--- config.mk ---
export PLATFORM = sky130hd
export DESIGN_NAME = lcv_mul_acc_arbiter_flat
export DESIGN_NICKNAME = d
export VERILOG_FILES = /design/src/rtl/lcv_mul_acc_arbiter_if.sv /design/src/rtl/lcv_mul_acc_arbiter.sv /design/src/flat_wrapper.sv
export SDC_FILE = /design/constraint.sdc
export NUM_CORES = 1
export LEC_CHECK = 0
export BUFFER_PORTS_ARGS = -buffer_cell sky130_fd_sc_hd__clkbuf_2
export CORE_UTILIZATION = 60
export DETAILED_ROUTE_END_ITERATION = 7
export PLACE_DENSITY_LB_ADDON = 0.2
export SETUP_SLACK_MARGIN = 0.05
export SKIP_CTS_REPAIR_TIMING = 1
export SKIP_LAST_GASP = 1
export SYNTH_ARGS = -nofsm -noshare
export SYNTH_HDL_FRONTEND = slang
export SYNTH_SLANG_ARGS = --single-unit
--- constraint.sdc ---
create_clock -name clk -period 18.4 [get_ports clk]
set_clock_uncertainty 0.1 [all_clocks]
set_input_delay 3.68 -clock clk [delete_from_list [all_inputs] [get_ports clk]]
set_output_delay 3.68 -clock clk [all_outputs]
set_load 0.03 [all_outputs]
--- src/rtl/lcv_mul_acc_arbiter_if.sv ---
// Requester and response bundle for the shared multiply-accumulate arbiter.
// Handshake: a transfer happens on a rising edge where valid and ready are both high; valid never waits on ready.
interface lcv_mul_acc_arbiter_if #(
    parameter int NUM_REQ  = 4,
    parameter int ID_WIDTH = 4
);
    logic [NUM_REQ-1:0]    req_valid;
    logic [NUM_REQ-1:0]    req_ready;
    logic [16*NUM_REQ-1:0] req_a;
    logic [16*NUM_REQ-1:0] req_b;
    logic [33*NUM_REQ-1:0] req_c;
    logic                  rsp_valid;
    logic                  rsp_ready;
    logic [ID_WIDTH-1:0]   rsp_id;
    logic [32:0]           rsp_data;

    modport master (
        output req_valid, req_a, req_b, req_c, rsp_ready,
        input  req_ready, rsp_valid, rsp_id, rsp_data
    );

    modport slave (
        input  req_valid, req_a, req_b, req_c, rsp_ready,
        output req_ready, rsp_valid, rsp_id, rsp_data
    );
endinterface

--- src/rtl/lcv_mul_acc_arbiter.sv ---
// Round-robin sharing of one signed 16x16+33 multiply-accumulate stage among NUM_REQ requesters,
// with a credit-checked in-order response FIFO.
module lcv_mul_acc_arbiter #(
    parameter int NUM_REQ   = 4,
    parameter int RSP_DEPTH = 4,
    parameter int ID_WIDTH  = 4
) (
    input logic                    clk,
    input logic                    rst,
    lcv_mul_acc_arbiter_if.slave   bus
);
    localparam int PTR_W = (NUM_REQ > 1) ? $clog2(NUM_REQ) : 1;
    localparam int FA_W  = (RSP_DEPTH > 1) ? $clog2(RSP_DEPTH) : 1;
    localparam int CNT_W = $clog2(RSP_DEPTH + 1);
    localparam int CW1   = CNT_W + 1;

    logic [PTR_W-1:0]    prio_ptr;
    logic [PTR_W-1:0]    grant_idx;
    logic [PTR_W:0]      scan_sum;
    logic                grant_found;
    logic                issue_ok;
    logic                handshake;
    logic [NUM_REQ-1:0]  ready_vec;

    logic signed [15:0]  a_sel;
    logic signed [15:0]  b_sel;
    logic [32:0]         c_sel;
    logic signed [31:0]  prod;
    logic [32:0]         result;

    logic                s1_vld;
    logic [ID_WIDTH-1:0] s1_id;
    logic [32:0]         s1_data;

    logic [32:0]         mem_data [RSP_DEPTH];
    logic [ID_WIDTH-1:0] mem_id   [RSP_DEPTH];
    logic [FA_W-1:0]     wr_ptr;
    logic [FA_W-1:0]     rd_ptr;
    logic [CNT_W-1:0]    fifo_count;
    logic                fifo_push;
    logic                fifo_pop;
    logic                rsp_valid_int;

    // Credit counts the s1 entry as already occupying a slot; a same-cycle pop does not free one.
    assign issue_ok = ({1'b0, fifo_count} + CW1'(s1_vld)) < CW1'(RSP_DEPTH);

    always_comb begin
        grant_found = 1'b0;
        grant_idx   = '0;
        scan_sum    = '0;
        for (int off = 0; off < NUM_REQ; off++) begin
            scan_sum = {1'b0, prio_ptr} + (PTR_W+1)'(off);
            if (scan_sum >= (PTR_W+1)'(NUM_REQ))
                scan_sum = scan_sum - (PTR_W+1)'(NUM_REQ);
            if (!grant_found && bus.req_valid[scan_sum[PTR_W-1:0]]) begin
                grant_found = 1'b1;
                grant_idx   = scan_sum[PTR_W-1:0];
            end
        end
    end

    assign handshake     = grant_found && issue_ok && rst;
    assign ready_vec     = handshake ? (NUM_REQ'(1) << grant_idx) : '0;
    assign bus.req_ready = ready_vec;

    always_comb begin
        a_sel = '0;
        b_sel = '0;
        c_sel = '0;
        for (int i = 0; i < NUM_REQ; i++) begin
            if (grant_idx == PTR_W'(i)) begin
                a_sel = bus.req_a[16*i +: 16];
                b_sel = bus.req_b[16*i +: 16];
                c_sel = bus.req_c[33*i +: 33];
            end
        end
    end

    // Full 32-bit signed product, sign-extended, then a wrapping 33-bit add.
    assign prod   = a_sel * b_sel;
    assign result = {prod[31], prod} + c_sel;

    always_ff @(posedge clk or negedge rst) begin
        if (!rst) begin
            prio_ptr <= '0;
            s1_vld   <= 1'b0;
            s1_id    <= '0;
            s1_data  <= '0;
        end else begin
            s1_vld <= handshake;
            if (handshake) begin
                s1_id    <= ID_WIDTH'(grant_idx);
                s1_data  <= result;
                prio_ptr <= (grant_idx == PTR_W'(NUM_REQ-1)) ? '0 : grant_idx + PTR_W'(1);
            end
        end
    end

    assign rsp_valid_int = (fifo_count != '0);
    assign fifo_push     = s1_vld;
    assign fifo_pop      = rsp_valid_int && bus.rsp_ready;

    always_ff @(posedge clk) begin
        if (fifo_push) begin
            mem_data[wr_ptr] <= s1_data;
            mem_id[wr_ptr]   <= s1_id;
        end
    end

    always_ff @(posedge clk or negedge rst) begin
        if (!rst) begin
            wr_ptr     <= '0;
            rd_ptr     <= '0;
            fifo_count <= '0;
        end else begin
            if (fifo_push)
                wr_ptr <= (wr_ptr == FA_W'(RSP_DEPTH-1)) ? '0 : wr_ptr + FA_W'(1);
            if (fifo_pop)
                rd_ptr <= (rd_ptr == FA_W'(RSP_DEPTH-1)) ? '0 : rd_ptr + FA_W'(1);
            case ({fifo_push, fifo_pop})
                2'b10:   fifo_count <= fifo_count + CNT_W'(1);
                2'b01:   fifo_count <= fifo_count - CNT_W'(1);
                default: fifo_count <= fifo_count;
            endcase
        end
    end

    // Storage is not reset, so the head is masked to zero whenever the FIFO is empty.
    assign bus.rsp_valid = rsp_valid_int;
    assign bus.rsp_id    = rsp_valid_int ? mem_id[rd_ptr]   : '0;
    assign bus.rsp_data  = rsp_valid_int ? mem_data[rd_ptr] : '0;
endmodule

--- src/flat_wrapper.sv ---
// flat-port wrapper written by rule: the top's interface ports become plain ports
module lcv_mul_acc_arbiter_flat 
#(
    parameter int NUM_REQ   = 4,
    parameter int RSP_DEPTH = 4,
    parameter int ID_WIDTH  = 4
)
  (clk, rst, bus_req_valid, bus_req_a, bus_req_b, bus_req_c, bus_rsp_ready, bus_req_ready, bus_rsp_valid, bus_rsp_id, bus_rsp_data);
  lcv_mul_acc_arbiter_if #(.NUM_REQ(NUM_REQ), .ID_WIDTH(ID_WIDTH)) bus_i ();
  input logic clk;
  input logic rst;
  input wire logic [$bits(bus_i.req_valid)-1:0] bus_req_valid;
  input wire logic [$bits(bus_i.req_a)-1:0] bus_req_a;
  input wire logic [$bits(bus_i.req_b)-1:0] bus_req_b;
  input wire logic [$bits(bus_i.req_c)-1:0] bus_req_c;
  input wire logic [$bits(bus_i.rsp_ready)-1:0] bus_rsp_ready;
  output wire logic [$bits(bus_i.req_ready)-1:0] bus_req_ready;
  output wire logic [$bits(bus_i.rsp_valid)-1:0] bus_rsp_valid;
  output wire logic [$bits(bus_i.rsp_id)-1:0] bus_rsp_id;
  output wire logic [$bits(bus_i.rsp_data)-1:0] bus_rsp_data;
  assign bus_i.req_valid = bus_req_valid;
  assign bus_i.req_a = bus_req_a;
  assign bus_i.req_b = bus_req_b;
  assign bus_i.req_c = bus_req_c;
  assign bus_i.rsp_ready = bus_rsp_ready;
  assign bus_req_ready = bus_i.req_ready;
  assign bus_rsp_valid = bus_i.rsp_valid;
  assign bus_rsp_id = bus_i.rsp_id;
  assign bus_rsp_data = bus_i.rsp_data;
  lcv_mul_acc_arbiter #(.NUM_REQ(NUM_REQ), .RSP_DEPTH(RSP_DEPTH), .ID_WIDTH(ID_WIDTH)) u_core (.clk(clk), .rst(rst), .bus(bus_i));
endmodule
After elaboration in Yosys (flattened, before gate mapping). Memories as Yosys holds them, arrays and structs flattened. Cells that the tools add are included.

Register bits after elaboration: 45. Memories: 2. Output and inout port bits: 42. Word-level logic and storage cells: 94. Bits of input ports: 267. RAM bits: 140.

Shift operators: 1. Multipliers: 1. Muxes and demuxes: 41. Order comparisons: 9. Reduce and logical (&&, ||, !) cells: 12. Add/subtract/negate cells: 14. Equal/unequal tests: 7.

Memory list: u_core.mem_data (depth 4, width 33, read ports 1, clocked after Yosys merged registers in 0, write ports 1, line lcv_mul_acc_arbiter.sv:35) `logic [32:0] mem_data [RSP_DEPTH];`; u_core.mem_id (depth 4, width 2, read ports 1, clocked after Yosys merged registers in 0, write ports 1, line lcv_mul_acc_arbiter.sv:36) `logic [ID_WIDTH-1:0] mem_id [RSP_DEPTH];`.

Operators by type and width (number): 2-to-1 mux 33 bit (5); 2-to-1 mux 16 bit (8); adder 33 bit (1); multiplier 16 x 16 -> 32 bit (1); 2-to-1 mux 2 bit (11); less-than comparator 2 x 3 -> 1 bit, second input constant (4); == test 2 bit, second input constant (5); 2-to-1 mux 1 bit (10); greater-or-equal comparator 3 bit, second input constant (3); binary-select mux 1 bit (select 2 bit) (4); 2-to-1 mux 4 bit (2); subtractor 2 x 1 -> 2 bit, second input constant (4); adder 2 x 1 -> 2 bit, second input constant (3); adder 2 x 2 -> 3 bit, second input constant (2); logical AND 1 bit (6); one-hot mux 3 bit (2 select lines) (1); adder 3 x 1 -> 4 bit (1); == test 2 x 1 -> 1 bit, second input constant (2); less-than comparator 4 x 3 -> 1 bit, second input constant (1); << shifter 1 x 2 -> 4 bit, first input constant (1); adder 2 x 1 -> 3 bit, second input constant (1); adder 3 x 1 -> 3 bit, second input constant (1); greater-or-equal comparator 2 x 3 -> 1 bit, second input constant (1); logical NOT 1 bit (3); 4 further kinds (4).

Depth between registers and ports, before layout.
Depth after elaboration: 21. Depth in mapped cells: 47. Mapped depth without buffers: 46.

Least setup slack after synthesis. OpenSTA, ideal clock, no wires.

Path kind: input port to flip-flop. Start point: input port bus_req_valid[3]. End point: register u_core.s1_data[29]. Arrival time: 12.788 ns. Stages: 43. Data required time: 18.171 ns. Slack: 5.383 ns. Library setup time: 0.129 ns. Path buffers: 2. Path through: inv_1 -> a221oi_1 -> o32ai_1 -> nor2_1 -> inv_1 -> ha_1 -> nor2b_1 -> buf_2 -> clkbuf_1 -> a221o_1 -> o21ai_0 -> nor2_1 -> a21oi_1 -> nor2_1 -> fa_1 -> inv_1 -> fa_1 -> fa_1 -> (+7 left out) -> a21o_1 -> a2111o_1 -> o21a_1 -> a41o_1 -> a41oi_2 -> o21bai_1 -> a21oi_1 -> xnor2_1 -> ha_1 -> a21o_1 -> a21o_1 -> a21o_1 -> or3_1 -> a31o_2 -> a31oi_2 -> nor2b_1 -> nor4_1 -> nor3b_1.

Cells in the longest elaborated chain, start to end: 19. Elaborated cells on any way between the ends: 42. Those cells by class: add/sub: 1; mul: 1; eq/ne: 3; mux: 28; reduce/logical: 9.

Ends and longest elaborated chain: start, declared (line flat_wrapper.sv:12) `input wire logic [$bits(bus_i.req_valid)-1:0] bus_req_valid;`; binary-select mux 1 bit (select 2 bit) (line lcv_mul_acc_arbiter.sv:55) `if (!grant_found && bus.req_valid[scan_sum[PTR_W-1:0]]) begin`; 2-to-1 mux 1 bit (not written as such) (line lcv_mul_acc_arbiter.sv:55); 2-to-1 mux 1 bit (line lcv_mul_acc_arbiter.sv:55); logical NOT 1 bit (line lcv_mul_acc_arbiter.sv:55); logical AND 1 bit (line lcv_mul_acc_arbiter.sv:55); 2-to-1 mux 1 bit (line lcv_mul_acc_arbiter.sv:55); logical NOT 1 bit (line lcv_mul_acc_arbiter.sv:55); logical AND 1 bit (line lcv_mul_acc_arbiter.sv:55); 2-to-1 mux 1 bit (line lcv_mul_acc_arbiter.sv:55); logical NOT 1 bit (line lcv_mul_acc_arbiter.sv:55); logical AND 1 bit (line lcv_mul_acc_arbiter.sv:55); 2-to-1 mux 2 bit (*) (line lcv_mul_acc_arbiter.sv:55); named net u_core.grant_idx[0] (line lcv_mul_acc_arbiter.sv:18) `logic [PTR_W-1:0] grant_idx;`; logical NOT 2 bit (line lcv_mul_acc_arbiter.sv:71) `if (grant_idx == PTR_W'(i)) begin`; 2-to-1 mux 16 bit (4 in a row) (line lcv_mul_acc_arbiter.sv:71); multiplier 16 x 16 -> 32 bit (line lcv_mul_acc_arbiter.sv:80) `assign prod = a_sel * b_sel;`; adder 33 bit (*) (line lcv_mul_acc_arbiter.sv:81) `assign result = {prod[31], prod} + c_sel;`; end signal, assigned (line lcv_mul_acc_arbiter.sv:93) `s1_data <= result;`; end, declared (line lcv_mul_acc_arbiter.sv:33) `logic [32:0] s1_data;`.

The timed path passes the listed nets; every way through them passes the cells marked *. The select of a mux whose other input is x is not followed. A chain may end at the register's enable or synchronous reset.

Final worst setup path. Ends and elaborated chain as after synthesis.

==> impl_metrics.toml <==
[run_status]
run_status = "finished, final reports clean"

[critical_path]
critical_path_peak_fanout = 40
critical_path.max_stage_delay_ps = 890
worst-r2r-cell-count = 42
timing.critical_path.from_type = "primary input"
worstReg2RegStart = "u_core.prio_ptr[0]$_DFFE_PN0P_"
minimum_setup_slack_among_reg_to_reg_paths_ps = 6720
crit_arrival_ps = 14910
timing.critical_path.to_type = "register"
slowest_stage = "a21oi_1"
capture_point_of_the_worst_reg_to_reg_path = "u_core.s1_data[29]$_DFFE_PN0P_"
criticalPathCategory = "primary input to register"
worst_ep_required_time_ps = 18650

[floorplan]
dieArea_um2 = 34540
initial_utilization_pct = 61.70
chipHeight_um = 185.8
boundaryPins = 309
placementRows = 66
fp.coreArea_um2 = 32870
die_x_um = 185.8

[clock_network]
clockBufferDepth = 2
cts.reportedPaths.clkPinSlew_ps = 70
htree_levels = 4
number_of_buffers_created_by_cts = 17
tritoncts_num_sinks = 185
tritoncts = "built"
clk_root_buffer_cell = "clkbuf_16"
clock_latency_ps = 440

[sta]
worstMarginPinSlew_ps = 1149
final-hold-violation-count = 0
final_critical_path_setup_slack_ps = 3743
period_needed_ps = 14660
rsz0062_at_grt = "false"
setup-tns-final_ps = 0
worst_hold_slack_ps = 386.7
slew_viol_final = 0
max_slew_margin_pct = 23.39
report.final.setup_viol = 0
fmax_ghz = 0.06823
period_utilisation_layout_pct = 79.66

[routing]
drtPass1Iterations = 5
detail_route.wl_per_cell_um = 20.15
vias = 15923
ant_nets = 0
finalWirelength_um = 55870
post_drt_via_cell_ratio = 5.742
detail_route.drc_violations = 0
dr.first_iter.drc_count = 1008

[place]
detailedPlacementHpwl_um = 44760
dp_slack_ps = 3399
place_area_um2 = 22250
gp_congestion = 0.9512
numPortBuffers = 306

[cells_and_area]
final_cell_area_um2 = 22850
multi_input_area_um2 = 13410
final_nets = 2973
drive_gt1_share_pct = 18.75
nFillCells = 2585
area_delta_synth_final_pct = 12.68
area_taken_by_flip_flops_and_latches_um2 = 5333
antenna-diode-count = 0

[global_routing]
track_usage_pct = 33.37
overflow_after_grt = 0
grt_first_pass_wirelength_um = 85530
grt_start_max_net_pins = 79
grt_antenna_before_repair = 2
via_count_of_the_first_global_routing_pass = 16066

[min_path]
hold_path_startpoint = "u_core.fifo_count[2]$_DFFE_PN0P_"
hold_depth = 1
timing.hold.worst.class = "register to register"
worstHoldEndpoint = "u_core.fifo_count[2]$_DFFE_PN0P_"

[synth]
post_synth.cell_area_avg_um2 = 9.858
synth_edf_count = 140
syn_inst_count = 2057
yosysWarningCount = 0
synthDistinctLibCells = 75
syn_area_um2 = 20280
synth.yosys.seq_area_share_pct = 26.28
ys_async_sr_fraction_pct = 24.32
synth-main-ff-cell = "edfxtp_1"
postSynthRegisterBits = 185

[job]
drv_cap = 0
==> state kept, by name, indices dropped and copies added, names as in the netlist <==
register / count
u_core.s1_id: 2
u_core.rd_ptr: 2
u_core.mem_data: 132
u_core.prio_ptr: 2
u_core.mem_id: 8
u_core.fifo_count: 3
u_core.fifo_push: 1
u_core.wr_ptr: 2
u_core.s1_data: 33
==> layout make-up <==
cell class,instances,share of cell area (%)
well taps,442,2.420
multi-input cells,1455,58.67
clock buffers,17,1.862
inverters,326,5.355
repair buffers,333,7.590
flip-flops and latches,185,23.34
clock inverters,15,0.7611
==> cells in the mapped netlist (18+ instances only) <==
| cell | number | area (µm²) |
|---|---|---|
| inv_1 | 325 | 1220 |
| fa_1 | 264 | 5285 |
| nor2_1 | 211 | 792.0 |
| nand2_1 | 210 | 788.3 |
| edfxtp_1 | 140 | 4204 |
| o21ai_0 | 128 | 640.6 |
| ha_1 | 124 | 1551 |
| a21oi_1 | 100 | 500.5 |
| clkbuf_1 | 73 | 274.0 |
| a21o_1 | 56 | 420.4 |
| a221o_1 | 52 | 520.5 |
| and2_1 | 45 | 281.5 |
| dfrtp_1 | 45 | 1126 |
| xnor2_1 | 42 | 367.9 |
| mux4_2 | 35 | 788.3 |
| xor2_1 | 27 | 236.5 |
| nand2b_1 | 18 | 112.6 |
==> critical path: cells and delay by family <==
kind,cells,cell delay (ps)
compound gates,18,4610
xor+xnor,1,140
fa+ha+maj,9,4070
buf+inv,8,880
simple gates,7,1460
==> worst max-delay path by stage <==
stage	start	endpoint	cells past startpoint
final	bus_req_valid[3]	u_core.s1_data[29]$_DFFE_PN0P_	43
after global routing	bus_req_valid[3]	u_core.s1_data[29]$_DFFE_PN0P_	43
after CTS	bus_req_valid[3]	u_core.s1_data[29]$_DFFE_PN0P_	43
after detailed placement	bus_req_valid[3]	u_core.s1_data[30]$_DFFE_PN0P_	42
after global placement	bus_req_valid[3]	u_core.s1_data[29]$_DFFE_PN0P_	43
after floorplan	bus_req_valid[3]	u_core.s1_data[29]$_DFFE_PN0P_	43
==> cell usage in the layout, fill, tap and decap left out, types with 4 or more instances in the layout <==
cell	netlist	final
nand3_1	5	5
a21oi_1	100	98
dfrtp_1	45	43
and3_1	6	6
fa_1	264	264
a221o_1	52	52
o21ai_1	16	16
a31oi_1	4	4
or3_1	4	4
o21a_1	8	8
buf_4	2	27
inv_8	0	5
nor3_1	10	10
nor2b_1	10	9
mux4_2	35	35
edfxtp_1	140	140
clkbuf_2	0	306
nand2b_1	18	18
o21ai_0	128	128
inv_1	325	324
ha_1	124	121
inv_6	0	6
a21o_1	56	56
xnor2_1	42	42
nor2_1	211	211
o21bai_1	7	7
o211ai_1	5	5
clkbuf_16	0	17
a211oi_1	7	7
nand2_1	210	210
clkinv_8	0	4
and2_1	45	45
xor2_1	27	27
==> per-layer routing <==
| layer | up-vias | global-route usage (%) | share of wire, % |
|---|---|---|---|
| met1 | 7753 | 42.59 | 40 |
| met2 | 711 | 55.69 | 48 |
| li1 | 7327 | - | - |
| met5 | - | 0 | 0.041 |
| met3 | 128 | 6.104 | 7.7 |
| met4 | 4 | 14.69 | 4.1 |
==> metrics by stage <==
step	instances	util, %
6_report	2773	69.52
5_1_grt	2773	69.52
4_1_cts	2773	69.52
3_5_place_dp	2741	67.70
3_3_place_gp	2741	67.70
2_1_floorplan	2058	-
==> cells by family (layout without fill, tap and decap cells) <==
| logic type | count (synthesis) | count (layout) | share of synthesized area, % |
|---|---|---|---|
| XOR/XNOR | 69 | 69 | 2.980 |
| other | 1 | 2 | 0.01849 |
| multiplexers | 38 | 38 | 4.041 |
| adder cells (fa/ha/maj) | 388 | 388 | 33.71 |
| buffers and inverters | 418 | 691 | 7.879 |
| AO/OA/AOI/OAI | 417 | 417 | 13.54 |
| AND/OR/NAND/NOR | 541 | 541 | 11.54 |
| flip-flops | 185 | 185 | 26.28 |
Power is not shown: default switching activity piles up to over one toggle a cycle in this logic, so the estimate is an artifact.
